## src/rtl/vscale_htif_mon_pkg.sv

```systemverilog
// Shared types and constants for the vscale HTIF tohost monitor:
// channel FSM states, per-hart result encoding and the default tohost CSR address.
package vscale_htif_mon_pkg;

  typedef enum logic [2:0] {
    IDLE,
    REQ,
    WAIT,
    CLR_REQ,
    CLR_WAIT,
    GAP,
    RESULT
  } chan_state_e;

  // Outcome a channel reports to the aggregator once it reaches RESULT.
  typedef enum logic [1:0] {
    RES_NONE,
    RES_PASS,
    RES_FAIL
  } result_e;

  localparam logic [11:0] TOHOST_ADDR_DEFAULT = 12'h780;
  localparam int unsigned TOHOST_PASS_VAL     = 1;

endpackage

```

## src/rtl/vscale_htif_poll_chan.sv

```systemverilog
// One HTIF PCR polling channel: reads tohost until it is nonzero, then holds the value.
// HTIF_TOHOST_CLEAR_EN adds a write of 0 to tohost before the channel reports its result.
module vscale_htif_poll_chan
  import vscale_htif_mon_pkg::*;
#(
  parameter int PCR_WIDTH = 64,
  parameter int POLL_GAP  = 4
) (
  input  logic                 clk,
  input  logic                 reset,
  input  logic                 enable,
  input  logic                 stop,
  output logic                 req_valid,
  input  logic                 req_ready,
  output logic                 req_rw,
  input  logic                 resp_valid,
  output logic                 resp_ready,
  input  logic [PCR_WIDTH-1:0] resp_data,
  output result_e              result,
  output logic [PCR_WIDTH-2:0] code
);

  localparam int GW = $clog2(POLL_GAP + 2);
  localparam logic [GW-1:0] GAP_LAST = GW'((POLL_GAP > 0) ? POLL_GAP - 1 : 0);

  chan_state_e          state_q, state_d;
  logic [PCR_WIDTH-1:0] val_q, val_d;
  logic [GW-1:0]        gap_q, gap_d;

  always_ff @(posedge clk or posedge reset) begin
    if (reset) begin
      state_q <= IDLE;
      val_q   <= '0;
      gap_q   <= '0;
    end else begin
      state_q <= state_d;
      val_q   <= val_d;
      gap_q   <= gap_d;
    end
  end

  always_comb begin
    state_d    = state_q;
    val_d      = val_q;
    gap_d      = gap_q;
    req_valid  = 1'b0;
    req_rw     = 1'b0;
    resp_ready = 1'b0;
    result     = RES_NONE;
    case (state_q)
      IDLE: if (enable && !stop) state_d = REQ;
      REQ: begin
        req_valid = 1'b1;
        if (req_ready) state_d = WAIT;
      end
      WAIT: begin
        resp_ready = 1'b1;
        if (resp_valid) begin
          if (resp_data == '0) begin
            gap_d   = '0;
            state_d = (POLL_GAP > 0) ? GAP : IDLE;
          end else begin
            val_d = resp_data;
`ifdef HTIF_TOHOST_CLEAR_EN
            state_d = CLR_REQ;
`else
            state_d = RESULT;
`endif
          end
        end
      end
`ifdef HTIF_TOHOST_CLEAR_EN
      CLR_REQ: begin
        req_valid = 1'b1;
        req_rw    = 1'b1;
        if (req_ready) state_d = CLR_WAIT;
      end
      CLR_WAIT: begin
        resp_ready = 1'b1;
        if (resp_valid) state_d = RESULT;
      end
`endif
      GAP: begin
        gap_d = gap_q + 1'b1;
        if (gap_q == GAP_LAST) state_d = IDLE;
      end
      // Terminal: the latched value decides pass vs fail for this hart.
      RESULT: result = (val_q == PCR_WIDTH'(TOHOST_PASS_VAL)) ? RES_PASS : RES_FAIL;
      default: state_d = IDLE;
    endcase
  end

  assign code = val_q[PCR_WIDTH-1:1];

endmodule

```

## src/rtl/vscale_htif_tohost_monitor.sv

```systemverilog
// Multi-hart HTIF tohost poller: per-hart channels, sticky pass/fail/timeout status and watchdog.
// Define HTIF_TOHOST_CLEAR_EN to have each channel clear tohost after a nonzero read.
module vscale_htif_tohost_monitor
  import vscale_htif_mon_pkg::*;
#(
  parameter int                    NUM_HARTS   = 1,
  parameter int                    PCR_WIDTH   = 64,
  parameter int                    ADDR_WIDTH  = 12,
  parameter logic [ADDR_WIDTH-1:0] TOHOST_ADDR = ADDR_WIDTH'(TOHOST_ADDR_DEFAULT),
  parameter int                    POLL_GAP    = 4,
  localparam int                   HW          = $clog2(NUM_HARTS) + 1
) (
  input  logic                            clk,
  input  logic                            reset,
  input  logic                            enable,
  input  logic [63:0]                     max_cycles,
  output logic [NUM_HARTS-1:0]            htif_pcr_req_valid,
  input  logic [NUM_HARTS-1:0]            htif_pcr_req_ready,
  output logic [NUM_HARTS-1:0]            htif_pcr_req_rw,
  output logic [NUM_HARTS*ADDR_WIDTH-1:0] htif_pcr_req_addr,
  output logic [NUM_HARTS*PCR_WIDTH-1:0]  htif_pcr_req_data,
  input  logic [NUM_HARTS-1:0]            htif_pcr_resp_valid,
  output logic [NUM_HARTS-1:0]            htif_pcr_resp_ready,
  input  logic [NUM_HARTS*PCR_WIDTH-1:0]  htif_pcr_resp_data,
  output logic                            done,
  output logic                            pass,
  output logic                            fail,
  output logic                            timeout,
  output logic [HW-1:0]                   fail_hart,
  output logic [PCR_WIDTH-2:0]            fail_code,
  output logic [63:0]                     cycle_count
);

  result_e              res  [NUM_HARTS];
  logic [PCR_WIDTH-2:0] code [NUM_HARTS];

  logic                 pass_q, pass_d, fail_q, fail_d, timeout_q, timeout_d;
  logic [HW-1:0]        fail_hart_q, fail_hart_d;
  logic [PCR_WIDTH-2:0] fail_code_q, fail_code_d;
  logic [63:0]          cnt_q, cnt_d;

  logic                 any_fail, all_pass;
  logic [HW-1:0]        first_hart;
  logic [PCR_WIDTH-2:0] first_code;

  for (genvar h = 0; h < NUM_HARTS; h++) begin : g_chan
    vscale_htif_poll_chan #(
      .PCR_WIDTH (PCR_WIDTH),
      .POLL_GAP  (POLL_GAP)
    ) u_chan (
      .clk        (clk),
      .reset      (reset),
      .enable     (enable),
      .stop       (done),
      .req_valid  (htif_pcr_req_valid[h]),
      .req_ready  (htif_pcr_req_ready[h]),
      .req_rw     (htif_pcr_req_rw[h]),
      .resp_valid (htif_pcr_resp_valid[h]),
      .resp_ready (htif_pcr_resp_ready[h]),
      .resp_data  (htif_pcr_resp_data[h*PCR_WIDTH +: PCR_WIDTH]),
      .result     (res[h]),
      .code       (code[h])
    );
    assign htif_pcr_req_addr[h*ADDR_WIDTH +: ADDR_WIDTH] = TOHOST_ADDR;
  end

  assign htif_pcr_req_data = '0;

  // Scan high to low so the lowest failing hart is the one left standing.
  always_comb begin
    any_fail   = 1'b0;
    all_pass   = 1'b1;
    first_hart = '0;
    first_code = '0;
    for (int h = NUM_HARTS - 1; h >= 0; h--) begin
      if (res[h] == RES_FAIL) begin
        any_fail   = 1'b1;
        first_hart = HW'(h);
        first_code = code[h];
      end
      if (res[h] != RES_PASS) all_pass = 1'b0;
    end
  end

  always_comb begin
    cnt_d       = cnt_q;
    pass_d      = pass_q;
    fail_d      = fail_q;
    timeout_d   = timeout_q;
    fail_hart_d = fail_hart_q;
    fail_code_d = fail_code_q;
    if (enable && !done && cnt_q != '1) cnt_d = cnt_q + 64'd1;
    // Priority fail > pass > timeout lets a result beat a same-cycle expiry.
    if (!done) begin
      if (any_fail) begin
        fail_d      = 1'b1;
        fail_hart_d = first_hart;
        fail_code_d = first_code;
      end else if (all_pass) begin
        pass_d = 1'b1;
      end else if (max_cycles != '0 && cnt_d >= max_cycles) begin
        timeout_d = 1'b1;
      end
    end
  end

  always_ff @(posedge clk or posedge reset) begin
    if (reset) begin
      cnt_q       <= '0;
      pass_q      <= 1'b0;
      fail_q      <= 1'b0;
      timeout_q   <= 1'b0;
      fail_hart_q <= '0;
      fail_code_q <= '0;
    end else begin
      cnt_q       <= cnt_d;
      pass_q      <= pass_d;
      fail_q      <= fail_d;
      timeout_q   <= timeout_d;
      fail_hart_q <= fail_hart_d;
      fail_code_q <= fail_code_d;
    end
  end

  assign done        = pass_q | fail_q | timeout_q;
  assign pass        = pass_q;
  assign fail        = fail_q;
  assign timeout     = timeout_q;
  assign fail_hart   = fail_hart_q;
  assign fail_code   = fail_code_q;
  assign cycle_count = cnt_q;

endmodule

```

## config.mk

```make
export PLATFORM = sky130hd
export DESIGN_NAME = vscale_htif_tohost_monitor
export DESIGN_NICKNAME = d
export VERILOG_FILES = /design/src/rtl/vscale_htif_mon_pkg.sv /design/src/rtl/vscale_htif_poll_chan.sv /design/src/rtl/vscale_htif_tohost_monitor.sv
export SDC_FILE = /design/constraint.sdc
export NUM_CORES = 1
export LEC_CHECK = 0
export ABC_CLOCK_PERIOD_IN_PS = 18100
export CORE_ASPECT_RATIO = 0.7
export CORE_MARGIN = 1
export CORE_UTILIZATION = 41
export DETAILED_ROUTE_END_ITERATION = 10
export PLACE_DENSITY = 0.79
export SLEW_MARGIN = 20
export SYNTH_ARGS = -nofsm -noshare
export SYNTH_HDL_FRONTEND = slang
export SYNTH_SLANG_ARGS = --single-unit
```

## constraint.sdc

```tcl
create_clock -name clk -period 18.1 [get_ports clk]
set_input_delay 3.62 -clock clk [delete_from_list [all_inputs] [get_ports clk]]
set_output_delay 3.62 -clock clk [all_outputs]
set_load 0.1 [all_outputs]
```

# After elaboration in Yosys (flattened, before gate mapping)
# Cells that the tools add are included.
# word_totals
wordCells	62
out_inout_bits	211
reg_bits	200
inputBits	133
# op_classes
n_reduce_logical	14
n_bitwise	7
n_eq_ne	14
magnitude_cmp	1
muxes	16
addsub	2
# op_table
cell	n
$add A64 B1 Y64 const B	1
$eq A64 B1 Y1 const B	1
$ge A64 B64 Y1	1
$logic_not A64 Y1	1
$mux W64	1
$ne A64 B64 Y1 const B	1
$reduce_bool A64 Y1	1
$mux W63	1
$mux W3	6
$pmux W3 S5	1
$reduce_and A3 Y1	3
$eq A3 B2 Y1 const B	2
$eq A3 B3 Y1 const B	2
$mux W2	3
$ne A2 B1 Y1 const B	3
$ne A2 B2 Y1 const B	3
$pmux W3 S2	1
$not A1 Y1	5
$reduce_and A5 Y1	1
$reduce_and A4 Y1	1
$add A3 B1 Y3 const B	1
$eq A3 B1 Y1 const B	1
$logic_and A1 B1 Y1	3
$logic_not A3 Y1	1
6 further kinds	9

# Depth between registers and ports, before layout
# Gate-level depths: netlist (run 1).
# depth
ltp_word	9
ltp_mapped	17
mapped_depth_nobuf	16

# Modules after synthesis
# From an unflattened synthesis (run 1), not the netlist that was laid out.
# unflattened
hier_cells	1079
area_unflattened_um2	11823.8
# modules_own_cells
module	instances	area_each_um2	seq_area_each_um2	cells_each
vscale_htif_tohost_monitor	1	8010.2	3253.1	793
vscale_htif_poll_chan	1	3813.7	1751.7	286

# Worst setup path before layout (run 1)
# OpenSTA, ideal clock, no wires.
# synth_timing
path_type	input-to-reg
from	input port enable
to	register timeout_q, in the netlist timeout
n_path_buf	0
arrival_time_ns	6.786
setup_time_ns	0.130
slack_ns	11.184
path_stages	14
required_ns	17.970
cell_sequence	or4b_4 and4bb_2 nand2_1 a21oi_2 and3_1 nand3_1 xnor2_1 ha_1 and4_1 a221o_1 a2111o_1 a21o_1 a211oi_1 o21ai_0
# synth_via
elab_chain_cells	6
# synth_lines
item	line	source
start: declaration	vscale_htif_tohost_monitor.sv:15	input logic enable,
$logic_and A1 B1 Y1 (2 in series)	vscale_htif_tohost_monitor.sv:92	if (enable && !done && cnt_q != '1) cnt_d = cnt_q + 64'd1;
$mux W64	vscale_htif_tohost_monitor.sv:92	
via cnt_d[28]	vscale_htif_tohost_monitor.sv:40	logic [63:0] cnt_q, cnt_d;
$ge A64 B64 Y1	vscale_htif_tohost_monitor.sv:101	end else if (max_cycles != '0 && cnt_d >= max_cycles) begin
$logic_and A1 B1 Y1	vscale_htif_tohost_monitor.sv:101	
$reduce_and A4 Y1 (no source line)	-	
end signal: assignment	vscale_htif_tohost_monitor.sv:119	timeout_q <= timeout_d;
end: declaration	vscale_htif_tohost_monitor.sv:37	logic pass_q, pass_d, fail_q, fail_d, timeout_q, timeout_d;
# The timed path passes the listed nets, and every way through them passes these cells.
# A chain may end at the register's enable or synchronous reset.

# Worst setup path in the final report (run 1)
# Ends and elaborated chain as after synthesis.

==> results.md, run 1 <==
- Status: complete, no violations
- Detailed Place HPWL: 23.5 mm
- Clock transition at path regs: roughly 0.08 ns
- Routed via count: slightly above 8000
- CTS Hold Buffers Added: 0
- Compound-cell area share of the yosys netlist: 4.07%
- GPL Wtd Cong: 0.900
- Inst Count DP: roughly 1600
- Clock root buffer: clkbuf_16
- Skew-Pair Late Insertion Delay: 0.44 ns
- DRT antenna net count: 0
- XOR/XNOR Fraction of Synth Area: just over 5%
- IO Pins: 344
- Vias per inst: between 5 and 6
- Post-synthesis cell area: about 11000 um2
- Die height: between 100 and 150 um
- Iteration-0 DRC Markers: approximately 450
- Seq/Total Area, Yosys: between 40% and 50%
- DR WL/cell: approximately 19 um
- Pre-Repair DR Iteration Count: 4
- Peak Freq: ~0.13 GHz
- Tcrit/Tclk final: around two fifths
- Cts bufs inserted: 17
- Largest net degree at the start of global routing: roughly 150
- Vias in the first global route: 8247
- FP Rows: 49
- Max Cap Viol: 0
- CP Max Fanout: 7
- Most common cell after layout, fill and taps aside: clkdlybuf4s50_1
- GRT Util Overall: between 20 and 25%
- CP arrival: a little under 8 ns
- Relative slew slack: between 20% and 30%
- Unrepaired setup endpoints after global routing: no
- Syn-to-layout area delta: 31.0%
- CORE AREA: between 20000 and 30000 um2
- Post-CTS Repair Setup Buffers: 0
- EDFF count, synth: 0
- Hold wc startpoint: fail_code[37]$_DFFE_PP0P_
- Multiplexer area fraction after synthesis: a little over an eighth
- Simple-gate share of the synthesized area: between 10 and 15%
- CTS tree: built
- Final setup margin: roughly 11 ns
- Layout cells sized above 1: 14.9%
- #FFs+latches synth: 200
- Place WS: between 10 and 15 ns
- Tightest Pin Transition: ~1.1 ns
- Reg2Reg Launch Point: cycle_count[33]$_DFF_PP0_
- Number of remaining DRC errors: 0
- Post-synthesis area per instance: about 11 um2
- Hold Path Class: reg -> reg
- Critical Path Start: enable
- First-pass GRT wire length: about 46 mm
- Most frequent cells in the layout: 265 x clkdlybuf4s50_1, 200 x dfrtp_1, 128 x mux2_2
- Final critical-path required period: ~7.5 ns
- Final Hold Viols: 0
- Slew Viols, Final: 0
- Critical path launch point type: input port
- Adder-Cell Fraction of Synth Area: under 10%
- Layout Nets: 1430
- Die ar.: about 27000 um2
- Final non-filler cell total: 1600
- I/O Buffers: 265
- H-tree depth: 4
- Hold_ws: 0.506 ns
- Main combinational cell family by area after synthesis: simple AND/OR/NAND/NOR gates
- Yosys cell types: slightly below 60
- Fin util: a little under three fifths
- Initial Utilization: 42.0%
- PD cells: 141 nW/um2
- CP Data Required Time: 18.40 ns
- Clock skew: roughly 0.015 ns
- Async set or reset register ratio after synthesis: 100%
- Setup violations, final: 0
- Antenna violations before repair: 0
- N_diodes: 0
- Clock net sink count: 200
- Synth warnings: 0
- Clock Path Buffers: 2
- Synthesized instance count: about 970
- Setup TNS: 0 ns
- Highest ir drop seen on vdd: 108 uV
- Main synth FF type: dfrtp_1
- Leakage: 6.54 nW
- Crit. End Element: flop
- Final WL: 29.9 mm
- GRT overflow: 0
- Post-cts gate resize count: 0
- Die X: 196 um
- Worst Path Class, Setup: in -> reg
[synthesized netlist by cell type (2+ instances only)]
library cell	n	area (um2)
nor3_2	2	20.0
buf_2	2	10.0
a21o_1	18	135
nand3_1	32	160
conb_1	2	7.51
a22o_1	2	17.5
ha_1	67	838
nor4_1	54	338
nand3b_1	2	15.0
a211oi_1	4	30.0
nand2_1	38	143
nor3_1	15	75.1
nor4_2	4	50.1
buf_4	78	586
nor2_1	25	93.8
dfrtp_1	200	5000
and2_1	3	18.8
clkbuf_1	17	63.8
o21ai_0	10	50.1
inv_1	71	267
and4_1	13	114
xnor2_1	35	307
xor2_1	26	228
mux2_2	128	1440
nor2b_1	3	18.8
a21oi_1	19	95.1
nand4_1	47	294
or3_1	2	12.5
nand2b_1	4	25.0
and3_1	12	75.1
nand4_2	2	25.0
[critical path, stage by stage]
cell and delay, ns:
clkdlybuf4s50_1 0.47, or4b_4 0.51, and4bb_2 0.37, nand2_1 0.11, a21oi_2 0.35, and3_1 0.29
nand3_1 0.11, xnor2_1 0.23, ha_1 0.27, and4_1 0.19, a221o_1 0.32, a2111o_1 0.37
a21o_1 0.18, a211oi_1 0.29, o21ai_0 0.15
[state kept, by name, indices dropped and copies added (netlist names)]
name and flops:
fail_code 63, fail 1, pass 1, cycle_count 64
g_chan.u_chan.val_q 64, g_chan.u_chan.state_q 3, g_chan.u_chan.gap_q 3, timeout 1
[cells by family after synthesis]
logic type / Yosys count
adders and majority gates: 67
xor gates and xnor gates: 62
AOI/OAI and AO/OA: 66
other: 2
buffers and inverters: 169
muxes: 129
and+or+nand+nor: 270
DFF: 200
[area by class of cell]
type / instances / area [um2]
clock buffers: 18 / 429
clock inverters: 14 / 166
fillers: 2228 / 11600
inverters: 71 / 279
multi-input cells: 672 / 5210
flip-flops and latches: 200 / 5000
well taps: 357 / 447
repair buffers: 268 / 2680
[per-stage QoR]
step	cell area [um2]	total power, mW
after floorplan	11100	1.40
after global placement	13600	1.61
after detailed placement	13600	1.64
after CTS	14200	2.02
after global routing	14200	2.09
final	14200	2.01
[path summary, 6_finish.rpt]
kind | cells past startpoint | slack [ns] | endpoint
hold / removal | 1 | 0.51 | fail_code[37]$_DFFE_PP0P_
setup / recovery | 15 | 10.57 | timeout$_DFFE_PP0P_
setup reg to reg | 15 | 13.43 | timeout$_DFFE_PP0P_
max in group asynchronous | 3 | 13.18 | fail_code[26]$_DFFE_PP0P_
hold reg to reg | 1 | 0.51 | fail_code[37]$_DFFE_PP0P_
min in group asynchronous | 2 | 3.73 | fail_code[54]$_DFFE_PP0P_
[routing by layer]
metal / wire length, um / vias up / share of wire, % / global-route usage [%]
li1: - / 3861 / - / -
met1: 13000 / 4044 / 43 / 28.7
met2: 14200 / 278 / 48 / 36.3
met3: 2350 / 17 / 7.9 / 6.32
met4: 325 / 0 / 1.1 / 5.14
met5: 0 / - / 0 / 0
[report_power, final]
part	internal, mW	switching, mW
registers	0.583	0.106
logic	0.272	0.663
clock network	0.197	0.186
total	1.05	0.956
Power figures use the tool's default switching activity.
==> run 2: changes to the inputs <==
- ABC_CLOCK_PERIOD_IN_PS: 18100 -> 6800
- PLACE_DENSITY: 0.79 -> 0.82
- clock period: 18.1 -> 6.8 ns (I/O delays scaled with it)
==> run 2 against run 1 <==
Worst hold slack got worse by 0.016 ns. Sequential cell count did not move. Combinational power grew to 2.7 times the previous value. Core utilization increased by 0.11 points. Clock skew down 0.00093 ns. Non-clock buffer count grew 2. Final area is 0.19% higher. Die area is the same. Clock-buffer cell count increased by 3. Clock power rose to 2.8 times the previous value. Routed wire length rose by 3.0%. Sequential power grew to 2.7 times the previous value. Critical endpoint unchanged. Largest power group unchanged. Highest routed layer unchanged.
==> results.md, run 2 (synthesis gave the netlist of run 1 again) <==
- Status: complete, no violations (unchanged)
- Final critical-path required period: ~5.1 ns
- Layout Nets: 1432 (was 1430)
- Worst Path Class, Setup: in -> reg (unchanged)
- First-pass GRT wire length: 48.1 mm (was 46.3 mm)
- Most frequent cells in the layout: 265 x clkdlybuf4s50_1, 200 x dfrtp_1, 128 x mux2_2 (unchanged)
- CP max-delay cell: or4b_4 (unchanged)
- DR WL/cell: 19.2 um (was 18.7 um)
- Area of the multi-input gates: 5200 um2 (was 5210 um2)
- Worst Path Buf+Inv: 1 (unchanged)
- DRT antenna net count: 0 (unchanged)
- Max Cap Viol: 0 (unchanged)
- IO Pins: 344 (unchanged)
- GPL Wtd Cong: 0.876 (was 0.900)
- Clock transition at path regs: 0.07 ns (was 0.08 ns)
- CP delay by family, top: simple AND/OR/NAND/NOR gates (was compound AO/OA/AOI/OAI gates)
- Unrepaired setup endpoints after global routing: no (unchanged)
- Tightest Pin Transition: 1.05 ns (was 1.10 ns)
- Pre-Repair DR Iteration Count: 5 (was 4)
- CP Data Required Time: 7.11 ns (was 18.40 ns)
- Routed via count: 8381 (was 8200)
- Worst stage delay on the critical path: 0.49 ns (was 0.51 ns)
- Syn-to-layout area delta: 31.3% (was 31.0%)
- Storage cell area: 5000 um2 (unchanged)
- I/O Buffers: 265 (unchanged)
- Fillers: 2211 (was 2228)
- Setup violations, final: 0 (unchanged)
- Die height: 138 um (unchanged)
- Iteration-0 DRC Markers: 451 (was 449)
- Number of remaining DRC errors: 0 (unchanged)
- Antenna violations before repair: 0 (unchanged)
- Slew Viols, Final: 0 (unchanged)
- Critical path cell sequence: clkdlybuf4s50_1, or4b_4, and4bb_2, nand4_1, nor4_1, xor2_1, ha_1, and4_1, a221o_1, a2111o_1, a21o_1, a211oi_1, o21ai_0 (was clkdlybuf4s50_1, or4b_4, and4bb_2, nand2_1, a21oi_2, and3_1, nand3_1, xnor2_1, ha_1, and4_1, a221o_1, a2111o_1, a21o_1, a211oi_1, o21ai_0)
- Die ar.: 27100 um2 (unchanged)
- Cts bufs inserted: 17 (unchanged)
- Post-CTS Repair Setup Buffers: 0 (unchanged)
- Die X: 196 um (unchanged)
- FP Rows: 49 (unchanged)
- Highest ir drop seen on vdd: 213 uV (was 108 uV)
- Fin util: 55.2% (was 55.1%)
- PD cells: 379 nW/um2 (was 141 nW/um2)
- Critical path launch point type: input port (unchanged)
- Hold Path Class: reg -> reg (unchanged)
- CTS Hold Buffers Added: 0 (unchanged)
- CORE AREA: 25800 um2 (unchanged)
- Most common cell after layout, fill and taps aside: clkdlybuf4s50_1 (unchanged)
- CP Max Fanout: 7 (unchanged)
- Peak Freq: between 0.15 and 0.2 GHz
- Setup TNS: 0 ns (unchanged)
- Clock Path Buffers: 2 (unchanged)
- Vias in the first global route: 8536 (was 8247)
- Met2 usage: 36.9% (was 36.3%)
- Clock root buffer: clkbuf_16 (unchanged)
- Leakage: 6.56 nW (was 6.54 nW)
- Clock net sink count: 200 (unchanged)
- GRT Util Overall: 22.9% (was 22.1%)
- Stages on worst setup path: 13 (was 15)
- Busiest grt layer: met2 (unchanged)
- Final Hold Viols: 0 (unchanged)
- Largest net degree at the start of global routing: 149 (was 148)
- CP arrival: 5.43 ns (was 7.83 ns)
- Vias per inst: 5.23 (was 5.13)
- CTS tree: built (unchanged)
- Worst r2r path cells: 15 (unchanged)
- Detailed Place HPWL: 23.6 mm (was 23.5 mm)
- Layout cells sized above 1: 14.9% (about the same)
- H-tree depth: 4 (unchanged)
- N_diodes: 0 (unchanged)
- Met3 usage: 6.54% (was 6.32%)
- Post-cts gate resize count: 0 (unchanged)
- Relative slew slack: 29.7% (was 26.0%)
- Hold_ws: 0.490 ns (was 0.506 ns)
- Skew-Pair Late Insertion Delay: 0.44 ns (about the same)
- Crit. End Element: flop (unchanged)
- GRT overflow: 0 (unchanged)
- Tcrit/Tclk final: 75.3%
- Worst hold path depth: 2 (was 1)
- Initial Utilization: 42.0% (unchanged)
- Clock skew: 0.0140 ns (was 0.0149 ns)
- Met1 GRT Util: 30.0% (was 28.7%)
- Final WL: 30.8 mm (was 29.9 mm)
## run 2: cell count changes in the layout (fill, tap and decap cells not counted)
| cell | previous run | this run |
|---|---|---|
| clkbuf_1 | 1 | 2 |
| a41oi_1 | 0 | 1 |
| bufinv_16 | 1 | 2 |
| clkinv_2 | 1 | 0 |
| inv_6 | 3 | 4 |
| clkinv_4 | 3 | 2 |
| clkbuf_8 | 0 | 2 |
| clkinv_8 | 4 | 1 |
| a41oi_2 | 1 | 0 |
| buf_4 | 3 | 4 |
| buf_12 | 0 | 1 |
## run 2: worst register-to-register path: cells and delay by family (launching register included)
family	cells	cell delay, ns
simple gates	6	1.72
flops	1	0.76
compound gates	7	1.54
fa+ha+maj	1	0.32
xor+xnor	1	0.18
## run 2: metrics by stage
| stage | power (mW) | instances | area (um2) | setup slack, ns |
|---|---|---|---|---|
| after global placement | 4.29 | 1570 | 13600 | 1.31 |
| final | 5.39 | 1602 | 14200 | 1.68 |
| after global routing | 5.62 | 1602 | 14200 | 1.42 |
| after CTS | 5.43 | 1602 | 14200 | 1.67 |
| after floorplan | 3.73 | 1041 | 11100 | 2.14 |
| after detailed placement | 4.35 | 1570 | 13600 | 1.19 |
## run 2: routing by layer
metal	wire length, um	share of wire (%)
met1	13400	44
met2	14300	47
met3	2430	7.9
met4	575	1.9
met5	0	0
## run 2: layout make-up
type | count | area share (%)
clock buffers | 21 | 3.23
clock inverters | 11 | 1.06
inverters | 71 | 1.90
multi-input cells | 672 | 36.5
flip-flops and latches | 200 | 35.2
well taps | 357 | 3.14
repair buffers | 270 | 19.0
## run 2: power breakdown
part | internal [mW] | total, mW | leakage, nW | switching (mW)
clock | 0.577 | 1.07 | 0.300 | 0.494
combinational | 0.726 | 2.49 | 3.69 | 1.77
sequential | 1.55 | 1.83 | 2.57 | 0.278
## run 2: final timing paths
kind | startpoint | endpoint | slack [ns]
worst min register to register | g_chan[0].u_chan.gap_q[2]$_DFFE_PP0P_ | g_chan[0].u_chan.gap_q[2]$_DFFE_PP0P_ | 0.49
worst min-delay path | g_chan[0].u_chan.gap_q[2]$_DFFE_PP0P_ | g_chan[0].u_chan.gap_q[2]$_DFFE_PP0P_ | 0.49
max in group asynchronous | reset | g_chan[0].u_chan.state_q[2]$_DFFE_PP0P_ | 4.00
min in group asynchronous | reset | cycle_count[11]$_DFF_PP0_ | 1.50
worst max-delay path | enable | timeout$_DFFE_PP0P_ | 1.68
worst max register to register | cycle_count[33]$_DFF_PP0_ | timeout$_DFFE_PP0P_ | 2.16
